===== src/rtl/tx_gearbox_66_64.sv =====
// Transmit 66:64 gearbox: packs {data, header} blocks LSB-first into a continuous
// 64-bit word stream, stalling the input one cycle whenever the residue reaches 64 bits.
module tx_gearbox_66_64 (
    input  logic        CLK,
    input  logic        RST_N,
    input  logic [1:0]  header_in,
    input  logic [63:0] data_in,
    input  logic        in_valid,
    output logic        in_ready,
    output logic [63:0] data_out,
    output logic        out_valid,
    output logic        hdr_err
);

    // Handshake: a block transfers on a rising edge where in_valid && in_ready;
    // in_ready depends only on state and RST_N, never on in_valid.

    logic [129:0] res_buf;
    logic [6:0]   cnt;

    logic         accept;
    logic [129:0] blk_ext;
    logic [129:0] merged;
    logic [7:0]   total;
    logic         emit;
    logic [6:0]   cnt_nxt;
    logic         bad_hdr;

    assign in_ready = RST_N && (cnt != 7'd64);
    assign accept   = in_valid && in_ready;
    assign bad_hdr  = (header_in[0] == header_in[1]);

    always_comb begin
        blk_ext = {64'b0, data_in, header_in};
        merged  = res_buf;
        total   = {1'b0, cnt};
        if (accept) begin
            merged = res_buf | (blk_ext << cnt);
            total  = {1'b0, cnt} + 8'd66;
        end
        emit    = (total >= 8'd64);
        // At most one word leaves per cycle; a 128-bit merge parks 64 bits for the stall cycle.
        cnt_nxt = emit ? 7'(total - 8'd64) : total[6:0];
    end

    always_ff @(posedge CLK) begin
        if (!RST_N) begin
            res_buf   <= '0;
            cnt       <= '0;
            data_out  <= '0;
            out_valid <= 1'b0;
            hdr_err   <= 1'b0;
        end else begin
            cnt <= cnt_nxt;
            if (emit) begin
                data_out  <= merged[63:0];
                out_valid <= 1'b1;
                res_buf   <= merged >> 64;
            end else begin
                out_valid <= 1'b0;
                res_buf   <= merged;
            end
            if (accept && bad_hdr)
                hdr_err <= 1'b1;
        end
    end

endmodule


===== config.mk =====
export PLATFORM = sky130hd
export DESIGN_NAME = tx_gearbox_66_64
export DESIGN_NICKNAME = d
export VERILOG_FILES = /design/src/rtl/tx_gearbox_66_64.sv
export SDC_FILE = /design/constraint.sdc
export NUM_CORES = 1
export LEC_CHECK = 0
export BUFFER_PORTS_ARGS = -buffer_cell sky130_fd_sc_hd__buf_2
export CAP_MARGIN = 5
export CORE_MARGIN = 2
export CORE_UTILIZATION = 60
export DETAILED_ROUTE_END_ITERATION = 10
export HOLD_SLACK_MARGIN = 0.15
export PLACE_DENSITY = 0.81
export REMOVE_ABC_BUFFERS = 1
export SLEW_MARGIN = 20
export SYNTH_ARGS = -nofsm -noshare
export SYNTH_HDL_FRONTEND = slang
export SYNTH_SLANG_ARGS = --single-unit
export TNS_END_PERCENT = 30

===== constraint.sdc =====
create_clock -name CLK -period 4.2 [get_ports CLK]
set_input_delay 1.26 -clock CLK [delete_from_list [all_inputs] [get_ports CLK]]
set_output_delay 1.26 -clock CLK [all_outputs]
set_load 0.01 [all_outputs]

==> results of run 1 <==
-- through the flow --
| stage | power (uW) | hold slack [ns] |
|---|---|---|
| 3_5_place_dp | 3430 | 0.441 |
| 5_1_grt | 5580 | 0.474 |
| 6_report | 5440 | 0.448 |
| 3_3_place_gp | 3420 | 0.430 |
| 2_1_floorplan | 2940 | 0.421 |
| 4_1_cts | 5380 | 0.450 |
-- final cells by class --
type / count / area share [%]
Multi-Input combinational cell: 1040 / 55.3
Sequential cell: 202 / 28.5
Timing Repair Buffer: 197 / 8.29
Clock buffer: 32 / 4.50
Tap cell: 270 / 2.38
Clock inverter: 10 / 0.652
Inverter: 14 / 0.370
-- worst paths after layout --
| kind | end | slack (ns) | cells past startpoint |
|---|---|---|---|
| setup / recovery | in_ready | 0.44 | 6 |
| hold / removal | data_out[21] | 0.45 | 2 |
| setup reg to reg | res_buf[70] | 0.87 | 7 |
| hold reg to reg | data_out[21] | 0.45 | 2 |
-- power by group through the flow --
stage,clock [uW],sequential (uW),combinational [uW]
2_1_floorplan,0,2160,773
3_3_place_gp,0,2110,1310
3_5_place_dp,0,2120,1320
4_1_cts,1980,2070,1330
5_1_grt,2060,2090,1440
6_report,1980,2080,1380
-- layer usage --
| layer | share of wire, % | routed length [um] | global-route usage [%] |
|---|---|---|---|
| met4 | 5.5 | 2710 | 20.8 |
| met3 | 13 | 6430 | 11.7 |
| met2 | 43 | 21300 | 66.6 |
| met5 | 0 | 0 | 0 |
| met1 | 38 | 18800 | 58.4 |
-- flip-flops by register name (all words and copies together), names as in the netlist --
name,count
cnt,6
data_out,64
hdr_err,1
out_valid,1
res_buf,130
-- logic make-up after synthesis --
kind of cell	share of synthesized area [%]
muxes	24.2
DFF	32.2
buffers and inverters	5.70
and+or+nand+nor	11.8
adders and majority gates	0.199
xor gates and xnor gates	0.348
AOI/OAI and AO/OA	25.6
-- cells in the final DEF (no fill, tap or decap), types with 5 or more instances in the layout --
cell type and count:
a22o_1 5, a211oi_1 34, and2_1 10, a221oi_1 22, inv_2 5, o31ai_1 5, a21o_1 5, buf_2 135
o21ai_1 6, a22oi_1 25, mux2i_1 97, clkbuf_16 23, and3_1 12, a21oi_1 128, nand2_1 93, o22ai_1 34
a2bb2oi_1 8, o221ai_1 14, o21ai_0 85, a211o_1 5, inv_1 8, o21a_1 6, mux2_2 60, nor3_1 12
dfxtp_1 197, clkinv_2 7, nand3_1 11, mux4_2 58, nand2b_1 10, a31oi_1 21, buf_4 59, a221o_1 14
clkbuf_1 6, nor2_1 144, o211ai_1 10, o2111ai_1 5, nor2b_1 6
-- tightest hold or removal path: cells and delay by family, from the launching register on --
| kind | cells | cell delay [ns] |
|---|---|---|
| AOI/OAI and AO/OA | 1 | 0.06 |
| DFF | 1 | 0.32 |
| and+or+nand+nor | 1 | 0.04 |
==> metrics.cfg, run 1 <==
[run_status]
outcome = complete, no violations

[worst_setup_path]
timing.rr.start = cnt[2]
cp.arrival_ns = 2.50
setup.worst_path.class = reg -> out
path_cells = inv_2 > ha_1 > nor4b_2 > buf_4 > a21oi_1 > buf_2
critPathRequiredTime_ns = 2.94
critPathTopFamily = flip-flops
worst-path-buf-inv = 3
cp-start-kind = register
cp_slowest_cell = dfxtp_4
end_kind = primary output
worstPathMaxFanout = 45
slowest_delay_ns = 0.76
startpoint = cnt[2]

[clocking]
h-tree-depth = 1
clock_sinks = 202
cts-root-buf = clkbuf_16
cts_tree = built
clock_path_buffers = 3
clk_latency_ns = 0.54
post-cts-setup-buffer-count = 0
hold_buffers = 0
post_cts_resized = 0
numCtsBuffers = 23
clkSlewWorstSetupHoldPaths_ns = 0.06

[route]
vias = 12800
routed_wl_um = 49200
antenna_left = 0
via_per_inst = 7.22
drc = 0
wl_per_cell_um = 27.9
dr.pass1.iters = 8
drt_iter0_drc = 1822

[timing]
tns_ns = 0
setup_viol = 0
finalCritPeriodShare_pct = 89.6
rsz0062_at_grt = false
tightest_slew_ns = 1.06
fin_crit_ns = 3.76
max_freq_mhz = 266
fin_ws_ns = 0.438
relSlewSlack_pct = 27.2
finalHoldViolCount = 0
skew_ns = 0.0205
drv_slew = 0

[floorplanning]
start_util_pct = 61.6
dieArea_sq_mm = 0.0221
row_count = 52
dieWidth_um = 149
die_h_um = 149
coreArea_sq_mm = 0.0204
ioPinCount = 136

[pwr]
switching_power_uw = 1790
p_leak_uw = 0.00540
power.density_mw_per_mm2 = 383
ir_drop_uv = 313
power_frac_seq_pct = 38.1
p_int_uw = 3660
p_comb_share_pct = 25.4
swShare_pct = 32.8
clkPwrFrac_pct = 36.4

[global_routing]
antenna_found_initial = 0
grt_first_pass_wirelength_um = 73800
grt_max_degree = 67
grt_overflow_total = 0
grt_pass1_vias = 12100
track_usage_pct = 43.8

[yosys]
synth_area_sq_mm = 0.0126
async_flop_share_pct = 0
synth_edf_count = 0
syn_avg_cell_area_sq_um = 9.12
yosysMostFrequentCell = dfxtp_1
yosys_warnings = 0
yosysTopAreaCell = dfxtp_1
synth_common_cells = 202 x dfxtp_1, 145 x nor2_1, 129 x a21oi_1
synth_ff_type = dfxtp_1
synth_top_area_share_pct = 32.2
synth_area_leaders = dfxtp_1 32%, mux4_2 10%, mux2i_1 7.7%
seq_area_frac_synth_pct = 32.2
netlist_instances = 1379
yosys_register_bits = 202
ys_types = 83

[worst_hold_path]
min_path_type = reg -> reg
holdCritStartpoint = data_out[21]

[place]
place_area_sq_mm = 0.0135
dp_hpwl_um = 35000
globalplace.congestion = 1.03
dp_cells = 1723
portBuffers = 135
post-place-ws_ns = 0.664

[cells_and_area]
fillCellCount = 1653
layout-drive-gt1-share_pct = 26.1
n_antenna_cell = 0
multi_input_area_sq_mm = 0.00786
postLayoutCoreUtil_pct = 69.6
stdcell_count = 1765
synthToLayoutAreaGrowth_pct = 13.0
nets = 1549
finish.instance_area_sq_mm = 0.0142
ff_latch_area_sq_mm = 0.00406

[job]
maxCapViolCount = 0

No activity file was read; power rests on OpenSTA's default activity.
==> inputs of run 2 (changes only) <==
- ABC_AREA: not set -> 1
- CORE_MARGIN: 2 -> not set
==> run 2 against run 1 <==
  * Clock power is 3% higher
  * Final cell count up 30%
  * Register-to-register slack worse by 0.05 ns
  * Non-clock buffer count decreased by 34
  * Highest routed layer unchanged
==> metrics.cfg, run 2 <==
[cells_and_area]
regMostFlops = res_buf
final_cell_mix = 773 x nand2_1, 430 x nand3_1, 197 x dfxtp_1
fillCellCount = 1806  ; +9.3%
layout-drive-gt1-share_pct = 11.9  ; -14 points
n_antenna_cell = 0  ; unchanged
finish.instance_area_sq_mm = 0.0134  ; -5.6%
final_common_cell = nand2_1
synthToLayoutAreaGrowth_pct = 11.4
nets = 2093  ; +35%
top_regs = res_buf (130), data_out (64), cnt (6)
largest_reg_flops = 130  ; unchanged

[floorplanning]
ioPinCount = 136  ; unchanged
dieWidth_um = 144  ; -3.4%
coreArea_sq_mm = 0.0196  ; -4.1%
start_util_pct = 61.5  ; about the same
die_h_um = 144  ; -3.4%
row_count = 51  ; -1.9%
dieArea_sq_mm = 0.0207  ; -6.7%

[clocking]
numCtsBuffers = 22  ; -4.3%
cts_tree = built
hold_buffers = 0  ; unchanged
clock_sinks = 202  ; unchanged
clk_latency_ns = 0.53  ; about the same
cts-root-buf = clkbuf_16
clock_path_buffers = 3  ; unchanged
post-cts-setup-buffer-count = 0  ; unchanged
post_cts_resized = 0  ; unchanged
clkSlewWorstSetupHoldPaths_ns = 0.07  ; about the same
h-tree-depth = 1  ; unchanged

[yosys]
yosys_warnings = 0  ; unchanged
synth_area_leaders = dfxtp_1 34%, nand2_1 24%, nand3_1 18%
yosysTopAreaCell = dfxtp_1
synth_edf_count = 0  ; unchanged
yosysMostFrequentCell = nand2_1
yosys_register_bits = 202  ; unchanged
syn_avg_cell_area_sq_um = 6.10  ; -33%
async_flop_share_pct = 0  ; unchanged
synth_ff_type = dfxtp_1
netlist_instances = 1974  ; +43%
ys_types = 36  ; -57%
synth_top_area_share_pct = 33.6  ; +1.4 points
synth_area_sq_mm = 0.0120  ; -4.2%
synth_common_cells = 774 x nand2_1, 430 x nand3_1, 202 x dfxtp_1
seq_area_frac_synth_pct = 33.6  ; +1.4 points

[worst_setup_path]
cp-start-kind = register
worstPathMaxFanout = 85  ; +89%
critPathRequiredTime_ns = 4.64  ; +1.70 ns
setup.worst_path.class = reg -> reg
end_kind = register
startpoint = cnt[1]
timing.rr.start = cnt[1]
cp.arrival_ns = 3.83  ; +1.33 ns

[global_routing]
grt_overflow_total = 0  ; unchanged
antenna_found_initial = 0  ; unchanged
grt_first_pass_wirelength_um = 61500  ; -17%
track_usage_pct = 37.9  ; -5.9 points
grt_pass1_vias = 11900  ; -1.9%
grt_max_degree = 98  ; +46%

[place]
place_area_sq_mm = 0.0127  ; -6.0%
globalplace.congestion = 0.974  ; -5.2%
portBuffers = 135  ; unchanged
dp_hpwl_um = 25700  ; -27%

[timing]
finalCritPeriodShare_pct = 80.5  ; -9.1 points
fin_crit_ns = 3.38  ; -0.381 ns
tightest_slew_ns = 0.905  ; -0.157 ns
holdWs_ns = 0.441  ; -0.00699 ns
setup_viol = 0  ; unchanged
tns_ns = 0  ; unchanged
max_freq_mhz = 296  ; +11%
skew_ns = 0.0148  ; -0.00578 ns
finalHoldViolCount = 0  ; unchanged
rsz0062_at_grt = false
drv_slew = 0  ; unchanged
relSlewSlack_pct = 39.6  ; +12 points

[pwr]
switching_power_uw = 1560  ; -13%
p_int_uw = 3480  ; -4.7%
clkPwrFrac_pct = 40.3  ; +3.9 points
p_leak_uw = 0.00665  ; +23%
power_frac_seq_pct = 40.2  ; +2.1 points
p_comb_share_pct = 19.5  ; -5.9 points
swShare_pct = 31.0  ; -1.9 points
power.density_mw_per_mm2 = 376  ; -1.8%
ir_drop_uv = 382  ; +22%

[route]
via_per_inst = 5.87  ; -19%
drc = 0  ; unchanged
dr.pass1.iters = 6  ; -2
antenna_left = 0  ; unchanged
wl_per_cell_um = 17.0  ; -39%
vias = 13500  ; +6.1%
routed_wl_um = 39100  ; -21%
drt_iter0_drc = 1498  ; -18%

[job]
maxCapViolCount = 0  ; unchanged

[run_status]
outcome = complete, no violations

[worst_hold_path]
holdCritStartpoint = data_out[30]
min_path_type = reg -> reg

run 2: cell types whose count changed after synthesis, sizes merged, moves of 46 or more:
cell and change:
mux2i -97, nand3 +419, buf +46, mux2 -67, nor2 -88, inv +70, mux4 -58, a21oi -55
nand2 +679
run 2: logic make-up (layout without fill, tap and decap cells):
family	Yosys count	count (layout)	share of synthesized area, %
flops	202	202	33.6
xor+xnor	1	1	0.0727
compound gates	230	230	11.4
fa+ha+maj	2	2	0.208
simple gates	1316	1316	46.8
buf+inv	223	287	7.98
run 2: metal layers:
metal  vias to the layer above  wire (um)  global-route usage (%)  share of wire [%]
met3                       126       3390                    4.70                8.7
met5                         -          0                       0                  0
met2                       715      17500                    61.0                 45
li1                       6603          -                       -                  -
met1                      6085      16600                    51.5                 43
met4                         0       1500                    15.1                3.8
run 2: worst paths after layout:
check / endpoint / slack, ns / cells past startpoint
setup / recovery: data_out[5] / 0.82 / 11
hold / removal: data_out[30] / 0.44 / 2
setup reg to reg: data_out[5] / 0.82 / 11
hold reg to reg: data_out[30] / 0.44 / 2
run 2: final cells by class:
cell class	count	area, sq um	area share [%]
Sequential cell	202	4050	30.2
Timing Repair Buffer	163	911	6.79
Multi-Input combinational cell	1549	7050	52.6
Tap cell	265	332	2.47
Clock buffer	30	632	4.71
Clock inverter	10	123	0.914
Inverter	84	320	2.39
run 2: power groups by stage:
| stage | Sequential [uW] | Combinational (uW) | Clock, uW |
|---|---|---|---|
| after detailed placement | 2070 | 959 | 0 |
| after floorplan | 2100 | 599 | 0 |
| final | 2030 | 986 | 2030 |
| after CTS | 2030 | 966 | 2050 |
| after global placement | 2070 | 949 | 0 |
| after global routing | 2030 | 1090 | 2120 |
run 2: through the flow:
step | power, uW | utilization (%) | cells | setup slack (ns)
floorplan | 2700 | - | 1835 | -2.59
global placement | 3010 | 64.7 | 2263 | 0.731
detailed placement | 3030 | 64.7 | 2263 | 0.637
CTS | 5040 | 68.5 | 2303 | 0.844
global route | 5240 | 68.5 | 2303 | 0.596
finish | 5050 | 68.5 | 2303 | 0.819
run 2: critical path, cell delays in order, from the launching register on:
cell and delay [ns]:
dfxtp_2 0.32, inv_2 0.48, ha_1 0.26, nand4_1 0.17
nand3_1 0.32, nor4_1 0.13, nor2_2 0.23, nand2_2 0.10
inv_4 0.63, buf_4 0.47, nand2_1 0.09, o21ai_1 0.08
==> inputs of run 3 (changes only) <==
- CORE_UTILIZATION: 60 -> 54
- PLACE_DENSITY: 0.81 -> 0.77
- clock period: 4.2 -> 3.1 ns (I/O delays scaled with it)
==> run 3 against run 2 <==
  * Clock skew shrank 0.0019 ns
  * Sequential share of layout area shrank 0.35 points
  * Maximum frequency grew 28%
  * Setup slack lost 0.36 ns
  * Core utilization shrank 6.3 points
==> metrics.cfg, run 3 (synthesis results as in run 2) <==
[worst_setup_path]
cp-start-kind = register
setup.worst_path.class = reg -> reg
end_kind = register
cp_slowest_cell = nor2_1
cpMostUsedCell = nand2_1
path_cells = buf_4 > nor2_1 > nand2_1 > inv_1 > nand3_1 > nand3b_1 > nand2_1 > nand2_1
critPathRequiredTime_ns = 3.58  ; -1.06 ns
worstPathMaxFanout = 12  ; -86%
cp.arrival_ns = 3.11  ; -0.72 ns
slowest_delay_ns = 0.88  ; +0.25 ns

[pwr]
ir_drop_uv = 389  ; +1.8%
p_leak_uw = 0.00671  ; +0.87%
swShare_pct = 30.8  ; -0.13 points
power_frac_seq_pct = 39.8  ; -0.4 points
switching_power_uw = 2130  ; +36%
clkPwrFrac_pct = 40.3  ; about the same
power.density_mw_per_mm2 = 508  ; +35%
p_comb_share_pct = 19.8  ; +0.3 points
p_int_uw = 4770  ; +37%

[cells_and_area]
regMostFlops = res_buf
nets = 2102  ; +0.43%
final_cell_mix = 773 x nand2_1, 430 x nand3_1, 197 x dfxtp_1
largest_reg_flops = 130  ; unchanged
layout-drive-gt1-share_pct = 12.3  ; +0.38 points
synthToLayoutAreaGrowth_pct = 12.7
finish.instance_area_sq_mm = 0.0136  ; +1.2%
postLayoutCoreUtil_pct = 62.2  ; -6.3 points
final_common_cell = nand2_1
top_regs = res_buf (130), data_out (64), cnt (6)
n_antenna_cell = 0  ; unchanged
fillCellCount = 2140  ; +18%

[timing]
max_freq_mhz = 379  ; +28%
skew_ns = 0.0129  ; -0.00187 ns
setup_viol = 0  ; unchanged
finalHoldViolCount = 0  ; unchanged
tns_ns = 0  ; unchanged
relSlewSlack_pct = 24.1  ; -15 points
tightest_slew_ns = 1.13  ; +0.228 ns
drv_slew = 0  ; unchanged
finalCritPeriodShare_pct = 85.1  ; +4.6 points
rsz0062_at_grt = false
fin_crit_ns = 2.64  ; -0.744 ns

[floorplanning]
start_util_pct = 55.2  ; -6.3 points
dieWidth_um = 151  ; +5.3%
row_count = 54  ; +5.9%
dieArea_sq_mm = 0.0229  ; +11%
die_h_um = 151  ; +5.3%
ioPinCount = 136  ; unchanged
coreArea_sq_mm = 0.0218  ; +11%

[clocking]
cts_tree = built
clock_path_buffers = 3  ; unchanged
post-cts-setup-buffer-count = 0  ; unchanged
h-tree-depth = 1  ; unchanged
clkSlewWorstSetupHoldPaths_ns = 0.06  ; about the same
clock_sinks = 202  ; unchanged
cts-root-buf = clkbuf_16
clk_latency_ns = 0.53  ; about the same
numCtsBuffers = 23  ; +4.5%
hold_buffers = 0  ; unchanged
post_cts_resized = 0  ; unchanged

[route]
via_per_inst = 5.87  ; about the same
vias = 13700  ; +1.1%
antenna_left = 0  ; unchanged
drt_iter0_drc = 1479  ; -1.3%
dr.pass1.iters = 8  ; +2
drc = 0  ; unchanged
wl_per_cell_um = 17.0  ; about the same
routed_wl_um = 39500  ; +1.1%

[global_routing]
track_usage_pct = 34.4  ; -3.5 points
antenna_found_initial = 0  ; unchanged
grt_first_pass_wirelength_um = 62600  ; +1.6%
grt_max_degree = 120  ; +22%
grt_overflow_total = 0  ; unchanged
grt_pass1_vias = 12400  ; +4.7%

[place]
portBuffers = 135  ; unchanged
dp_hpwl_um = 26600  ; +3.3%
place_area_sq_mm = 0.0128  ; +1.1%
globalplace.congestion = 0.939  ; -3.5%

[worst_hold_path]
min_path_type = reg -> reg

[job]
maxCapViolCount = 0  ; unchanged

[run_status]
outcome = complete, no violations

==> run 3: final cells by class <==
cell class	count	area (sq um)	area share (%)
Clock buffer	32	649	4.78
Inverter	84	320	2.36
Timing Repair Buffer	171	1030	7.61
Multi-Input combinational cell	1549	7050	51.9
Sequential cell	202	4050	29.8
Tap cell	280	350	2.58
Clock inverter	10	123	0.903
==> run 3: layer usage <==
layer	part of all wire (%)	track usage, %
met1	42	46.1
met2	44	53.9
met3	9.4	5.30
met4	4.4	16.4
met5	0	0
==> run 3: critical path: cells and delay by family, from the launching register on <==
family	cells	cell delay, ns
flops	1	0.32
simple gates	6	1.51
buf+inv	2	0.76
==> run 3: path summary, 6_finish.rpt <==
path                start      endpoint  cells after the start  slack (ns)
max                cnt[6]   res_buf[54]                      8        0.46
min          data_out[31]  data_out[31]                      2        0.44
max reg2reg        cnt[6]   res_buf[54]                      8        0.46
min reg2reg  data_out[31]  data_out[31]                      2        0.44
==> run 3: stage by stage <==
step,power (uW),instances,hold slack (ns),worst slack [ns]
2_1_floorplan,3660,1835,0.436,-3.69
3_3_place_gp,4110,2286,0.424,0.482
3_5_place_dp,4130,2286,0.429,0.382
4_1_cts,6900,2328,0.443,0.566
5_1_grt,7170,2328,0.467,0.388
6_report,6900,2328,0.438,0.463
==> run 3: power groups by stage <==
stage	Clock (uW)	Combinational [uW]	Sequential, uW
final	2780	1370	2750
after global routing	2900	1510	2760
after CTS	2810	1340	2750
after detailed placement	0	1330	2800
after global placement	0	1310	2800
after floorplan	0	812	2850
